==> src/rtl/cic_interp_norm.sv <==
// CIC interpolator extension/normalisation stage: sign-extends narrow samples to the
// accumulator width and rescales wide integrator output back to bw bits by a rate-derived shift.
module cic_interp_norm #(
    parameter int bw               = 16,
    parameter int N                = 4,
    parameter int log2_of_max_rate = 7
) (
    input  logic                                         clock,
    input  logic                                         reset,
    input  logic                                         strobe,
    input  logic [7:0]                                   rate,
    input  logic [bw-1:0]                                narrow_in,
    input  logic [bw+(N-1)*log2_of_max_rate-1:0]         wide_in,
    output logic [bw+(N-1)*log2_of_max_rate-1:0]         ext_out,
    output logic [bw-1:0]                                norm_out,
    output logic                                         valid_out
);

    localparam int maxbitgain = (N - 1) * log2_of_max_rate;
    localparam int W          = bw + maxbitgain;
    localparam int SW         = $clog2(maxbitgain + 1);

    // Smallest g with r^(N-1) <= 2^g, clamped to maxbitgain. The running power
    // saturates just above the clamp so it never overflows for any N.
    function automatic int calc_shift(input int r);
        logic [63:0] lim;
        logic [63:0] p;
        int          result;
        lim = 64'd1 << maxbitgain;
        p   = 64'd1;
        for (int k = 0; k < N - 1; k++) begin
            p = p * 64'(r);
            if (p > lim) p = lim + 64'd1;
        end
        result = maxbitgain;
        for (int g = maxbitgain; g >= 0; g--) begin
            if (p <= (64'd1 << g)) result = g;
        end
        if (r > (1 << log2_of_max_rate)) result = maxbitgain;
        return result;
    endfunction

    logic [SW-1:0] shift_table [256];

    genvar gr;
    generate
        for (gr = 0; gr < 256; gr++) begin : g_shift
            localparam int S = calc_shift(gr);
            assign shift_table[gr] = S[SW-1:0];
        end
    endgenerate

    logic [SW-1:0] shift;
    logic [W-1:0]  ext_d,   ext_q;
    logic [bw-1:0] norm_d,  norm_q;
    logic          valid_d, valid_q;

    assign shift = shift_table[rate];

    always_comb begin
        ext_d   = ext_q;
        norm_d  = norm_q;
        valid_d = strobe;
        if (strobe) begin
            ext_d  = {{maxbitgain{narrow_in[bw-1]}}, narrow_in};
            norm_d = wide_in[shift +: bw];
        end
    end

    always_ff @(posedge clock or posedge reset) begin
        if (reset) begin
            ext_q   <= '0;
            norm_q  <= '0;
            valid_q <= 1'b0;
        end else begin
            ext_q   <= ext_d;
            norm_q  <= norm_d;
            valid_q <= valid_d;
        end
    end

    assign ext_out   = ext_q;
    assign norm_out  = norm_q;
    assign valid_out = valid_q;

endmodule

==> config.mk <==
export PLATFORM = sky130hd
export DESIGN_NAME = cic_interp_norm
export DESIGN_NICKNAME = d
export VERILOG_FILES = /design/src/rtl/cic_interp_norm.sv
export SDC_FILE = /design/constraint.sdc
export NUM_CORES = 1
export LEC_CHECK = 0
export CAP_MARGIN = 20
export CORE_ASPECT_RATIO = 0.7
export CORE_MARGIN = 8
export CORE_UTILIZATION = 52
export CTS_CLUSTER_SIZE = 28
export DETAILED_ROUTE_END_ITERATION = 10
export PLACE_DENSITY = 0.95
export SLEW_MARGIN = 25
export SYNTH_ARGS = -nofsm -noshare
export SYNTH_HDL_FRONTEND = slang
export SYNTH_SLANG_ARGS = --single-unit
==> constraint.sdc <==
create_clock -name clock -period 2.74 [get_ports clock]
set_clock_uncertainty 0.2 [all_clocks]
set_input_delay 0.411 -clock clock [delete_from_list [all_inputs] [get_ports clock]]
set_output_delay 0.411 -clock clock [all_outputs]
set_load 0.05 [all_outputs]
==> reports/results.ini, run 1 <==
[synthesis]
async_flop_share=1.00
yosys_register_bits=33
synth_warnings=0
synthCells=435
synth-simple-area-share=0.162
netlist_area_mm2=0.00375
synth_cell_types=68
synth_fa_ha_area_frac=0.0133
synth-xor-area-share=0
synthMuxAreaShare=0.240
synth_flop_cell=dfrtp_1
syn_nets=503
synth_compound_area_frac=0.270
syn_area_per_cell_um2=8.63
ys_seq_area_frac=0.220
synth_top_family_by_area=compound AO/OA/AOI/OAI gates
synth_edf_count=0

[sta]
worstEndpointType=register input
grt_worst_setup_endpoint=norm_out[7]$_DFFE_PP0P_/D

[floorplanning]
rows=26
num_io_pins=118
initial_core_util=0.525
die_h_um=87.1
die_w_um=118

[placement]
gp_congestion=1.17
portBuffers=117
post-place-ws_ps=-1130
hpwlAfterDp_um=13000

[clock_tree]
cts_made_buffers=5
ctsHoldBuffers=0
cts_max_path_buffers=2
cts_sinks=33
cts-root-buf=clkbuf_8
htreeDepth=2

[global_routing]
gr-usage-all-layers=0.700
grt_max_degree=34
overflow=45

[status]
outcome=stopped before the end
stop_stage=global routing (5_1_grt)
stop_error=[ERROR GRT-0232] Routing congestion too high. Check the congestion heatmap in the GUI.

## metal layers
layer	overflow	GRT usage
met5	0	0.103
met4	20	0.655
met3	1	0.623
met2	24	0.853
met1	0	0.691
## synth_stat cells (2+ instances only)
| cell | n | area [um^2] |
|---|---|---|
| a31oi_1 | 8 | 50.1 |
| a222oi_1 | 2 | 20.0 |
| buf_2 | 10 | 50.1 |
| nor3_2 | 3 | 30.0 |
| a21oi_4 | 2 | 32.5 |
| nand2_1 | 41 | 154 |
| o221ai_1 | 6 | 52.6 |
| mux2i_1 | 53 | 531 |
| clkbuf_1 | 14 | 52.6 |
| mux2_1 | 2 | 22.5 |
| o21ai_1 | 6 | 30.0 |
| nand3_1 | 11 | 55.1 |
| and3_1 | 2 | 12.5 |
| buf_1 | 4 | 15.0 |
| nor3_1 | 10 | 50.1 |
| buf_6 | 2 | 22.5 |
| nor2_1 | 25 | 93.8 |
| a2111oi_0 | 3 | 26.3 |
| inv_1 | 6 | 22.5 |
| mux2_2 | 29 | 327 |
| nor4_1 | 7 | 43.8 |
| a22o_1 | 2 | 17.5 |
| a211oi_1 | 13 | 97.6 |
| buf_4 | 25 | 188 |
| o21ai_0 | 16 | 80.1 |
| nand4_1 | 2 | 12.5 |
| o32ai_1 | 4 | 35.0 |
| ha_1 | 4 | 50.1 |
| nand2b_1 | 8 | 50.1 |
| a2bb2oi_1 | 3 | 26.3 |
| a22oi_1 | 6 | 45.0 |
| o211ai_1 | 6 | 45.0 |
| a21oi_1 | 16 | 80.1 |
| o22ai_1 | 9 | 56.3 |
| dfrtp_1 | 33 | 826 |
| a221oi_2 | 3 | 45.0 |
| a221oi_1 | 6 | 52.6 |
| nor2b_1 | 3 | 18.8 |
## cells by family after synthesis
kind of cell | count (synthesis)
adders and majority gates | 4
AOI/OAI and AO/OA | 130
muxes | 85
buffers and inverters | 62
DFF | 33
and+or+nand+nor | 121
## repair_timing
action,4_1_cts
resized for setup,107
buffers inserted,28
gates cloned,1
endpoints found under the setup margin,16
pin swaps,35
## metrics by stage
step | area [um^2] | instances
after floorplan | 3850 | 435
after global placement | 5540 | 688
after detailed placement | 5540 | 688
after CTS | 6300 | 725
==> inputs of run 2 (changes only) <==
- CORE_ASPECT_RATIO: 0.7 -> not set
- CORE_UTILIZATION: 52 -> 40
- CTS_CLUSTER_SIZE: 28 -> not set
- PLACE_DENSITY: 0.95 -> not set
- PLACE_DENSITY_LB_ADDON: not set -> 0.15
==> run 2 against run 1 <==
The flow now finishes, with violations (setup timing). Synthesized cell count stayed put. Synthesized area did not move.
==> reports/results.ini, run 2 <==
[status]
outcome=complete, but fails checks
violations=setup timing

[worst_setup_path]
arrival_ps=2940
slowest_stage=or4b_4
cp_max_fo=4
cp_data_required_time_ps=2700
worst_r2r_path_depth=1
start_kind=primary input
rr_startpoint=ext_out[15]
max_stage_delay_ps=470
r2r-end=ext_out[15]
crit_family=compound AO/OA/AOI/OAI gates
endpoint_kind=flop
path_buf_inv=3
rrSetupSlack_ps=1510
path_cells=buf_8, inv_6, ha_4, or4b_4, a21o_4, o21ai_4, buf_6, mux2_4, a221oi_4, mux2i_2, o32ai_2, nor3_2
crit_type=in2reg

[placement]
gp_congestion=0.899
hpwlAfterDp_um=11600
portBuffers=117
post-place-ws_ps=-1100

[synthesis]
synth_edf_count=0
synth_cell_types=68
syn_nets=503
ys_seq_area_frac=0.220
synthTopCellsByCount=mux2i_1 (53), nand2_1 (41), dfrtp_1 (33)
synthCells=435
synthTopCellsByArea=dfrtp_1 (22%), mux2i_1 (14%), mux2_2 (8.7%), buf_4 (5.0%), nand2_1 (4.1%)
syn_area_per_cell_um2=8.63
synth_warnings=0
synth_top_area_share=0.220
synth_top_area_cell=dfrtp_1
synth_flop_cell=dfrtp_1
async_flop_share=1.00
synth_most_common_cell=mux2i_1
yosys_register_bits=33
netlist_area_mm2=0.00375

[clock_tree]
clk_pin_slew_worst_paths_ps=70
cts_made_buffers=5
cts_sinks=33
cts-root-buf=clkbuf_8
clk-insertion-delay-late_ps=280
cts_max_path_buffers=2
htreeDepth=2
cts_tree=yes
ctsHoldBuffers=0

[job]
maxCapViolations=0

[power]
pwr_density_cell_mw_per_mm2=414
total_power_w=0.00275
peakVddDrop_mv=0.274
leakage_nw=2.67

[route]
first_pass_iters=5
postRouteWirelength_um=15300
avgViaCountPerCell=5.95
wire_per_inst_um=20.3
drtAntennaViolNets=0
drtIter0Drc=259
num_vias=4473
drc_errors=0

[global_routing]
grt_pass1_wl_um=24000
grt_use_met2=0.390
grt_use_met3=0.0570
gr-usage-all-layers=0.232
grt_pass1_vias=4513
gr-max-usage-layer=met2
overflow=0
antenna_found_initial=0
grt_util_met1=0.292
grt_max_degree=34

[sta]
setup_viol=13
min_period_ps=2980
maxSlewViolCount=0
relSlewSlack=0.640
fmax_mhz=336
worst_pin_slew_ps=540
rsz0062_at_grt=yes
finalHoldViolCount=0
post-route-period-util=1.09
worst_slack_ps=-235

[final_layout]
syn2layout_area_growth_pct=76.8
drive_gt1_frac=0.432
antenna_cells=0
nNetsFinal=708
final_common_cell=buf_4
final_cell_mix=buf_4 (120), clkdlybuf4s50_1 (111), nand2_1 (41), mux2i_1 (39), dfrtp_1 (33)

[worst_hold_path]
hold_depth=2
hold_class=reg2reg
holdPathEnd=norm_out[9]
hold_start=norm_out[9]

[floorplanning]
core-area_mm2=0.00920
rows=35
fp.dieArea_mm2=0.0127
num_io_pins=118
die_w_um=113
initial_core_util=0.408
die_h_um=113

==> run 2: cell counts after synthesis <==
No cell type changed its count.
==> run 2: how the worst max path moves through the flow <==
stage,start,end,slack [ps],cells past startpoint
5_1_grt,rate[0],norm_out[10],-270,12
2_1_floorplan,rate[2],norm_out[7],-240,9
4_1_cts,rate[0],norm_out[7],-210,11
6_report,rate[0],norm_out[10],-240,12
3_5_place_dp,rate[1],norm_out[11],-1100,13
3_3_place_gp,rate[1],norm_out[11],-1040,13
==> run 2: layer usage <==
metal,vias to the layer above,wire (um)
li1,2075,-
met1,2190,6370
met2,180,7360
met3,28,1190
met4,0,384
met5,-,0
==> run 2: final cells by class <==
type / count / area (um^2)
Multi-Input combinational cell: 341 / 3260
Fill cell: 734 / 2560
Timing Repair Buffer: 252 / 2260
Sequential cell: 33 / 826
Tap cell: 111 / 139
Clock buffer: 7 / 86.3
Inverter: 7 / 43.8
Clock inverter: 1 / 30.0
==> run 2: kinds of logic (layout without fill, tap and decap cells) <==
| kind of cell | Yosys count | in the layout | synth area share |
|---|---|---|---|
| flip-flops | 33 | 33 | 0.220 |
| AND/OR/NAND/NOR | 121 | 121 | 0.162 |
| AO/OA/AOI/OAI | 130 | 131 | 0.270 |
| buffers and inverters | 62 | 267 | 0.0943 |
| adder cells (fa/ha/maj) | 4 | 4 | 0.0133 |
| multiplexers | 85 | 85 | 0.240 |
==> run 2: what timing repair did <==
| item | in CTS | in global routing |
|---|---|---|
| gates resized for setup | 94 | 67 |
| setup endpoints to repair | 16 | 16 |
| gates cloned | 1 | 0 |
| buffers inserted | 24 | 7 |
| hold endpoints to repair | 0 | 0 |
| pin swaps | 29 | 31 |
==> run 2: where the power goes <==
| group | switching (W) | internal [W] |
|---|---|---|
| Combinational | 0.000952 | 0.000729 |
| Sequential | 0.0000447 | 0.000553 |
| Clock | 0.000173 | 0.000296 |
| Total | 0.00117 | 0.00158 |
==> run 2: stage by stage <==
step	hold WS (ps)	util	area, um^2	cells	setup TNS, ps
CTS	299	0.682	6270	748	-2020
global route	331	0.722	6640	752	-2950
finish	307	0.722	6640	752	-1640
floorplan	242	-	3850	435	-872
global placement	290	0.612	5630	716	-15590
detailed placement	288	0.612	5630	716	-16360
==> run 2: worst min-delay path, cell delays in order, from the launching register on <==
cell	delay (ps)
dfrtp_1	350
nand2_1	60
nand3_1	70
Note: power is estimated with default switching activity, not from simulation.
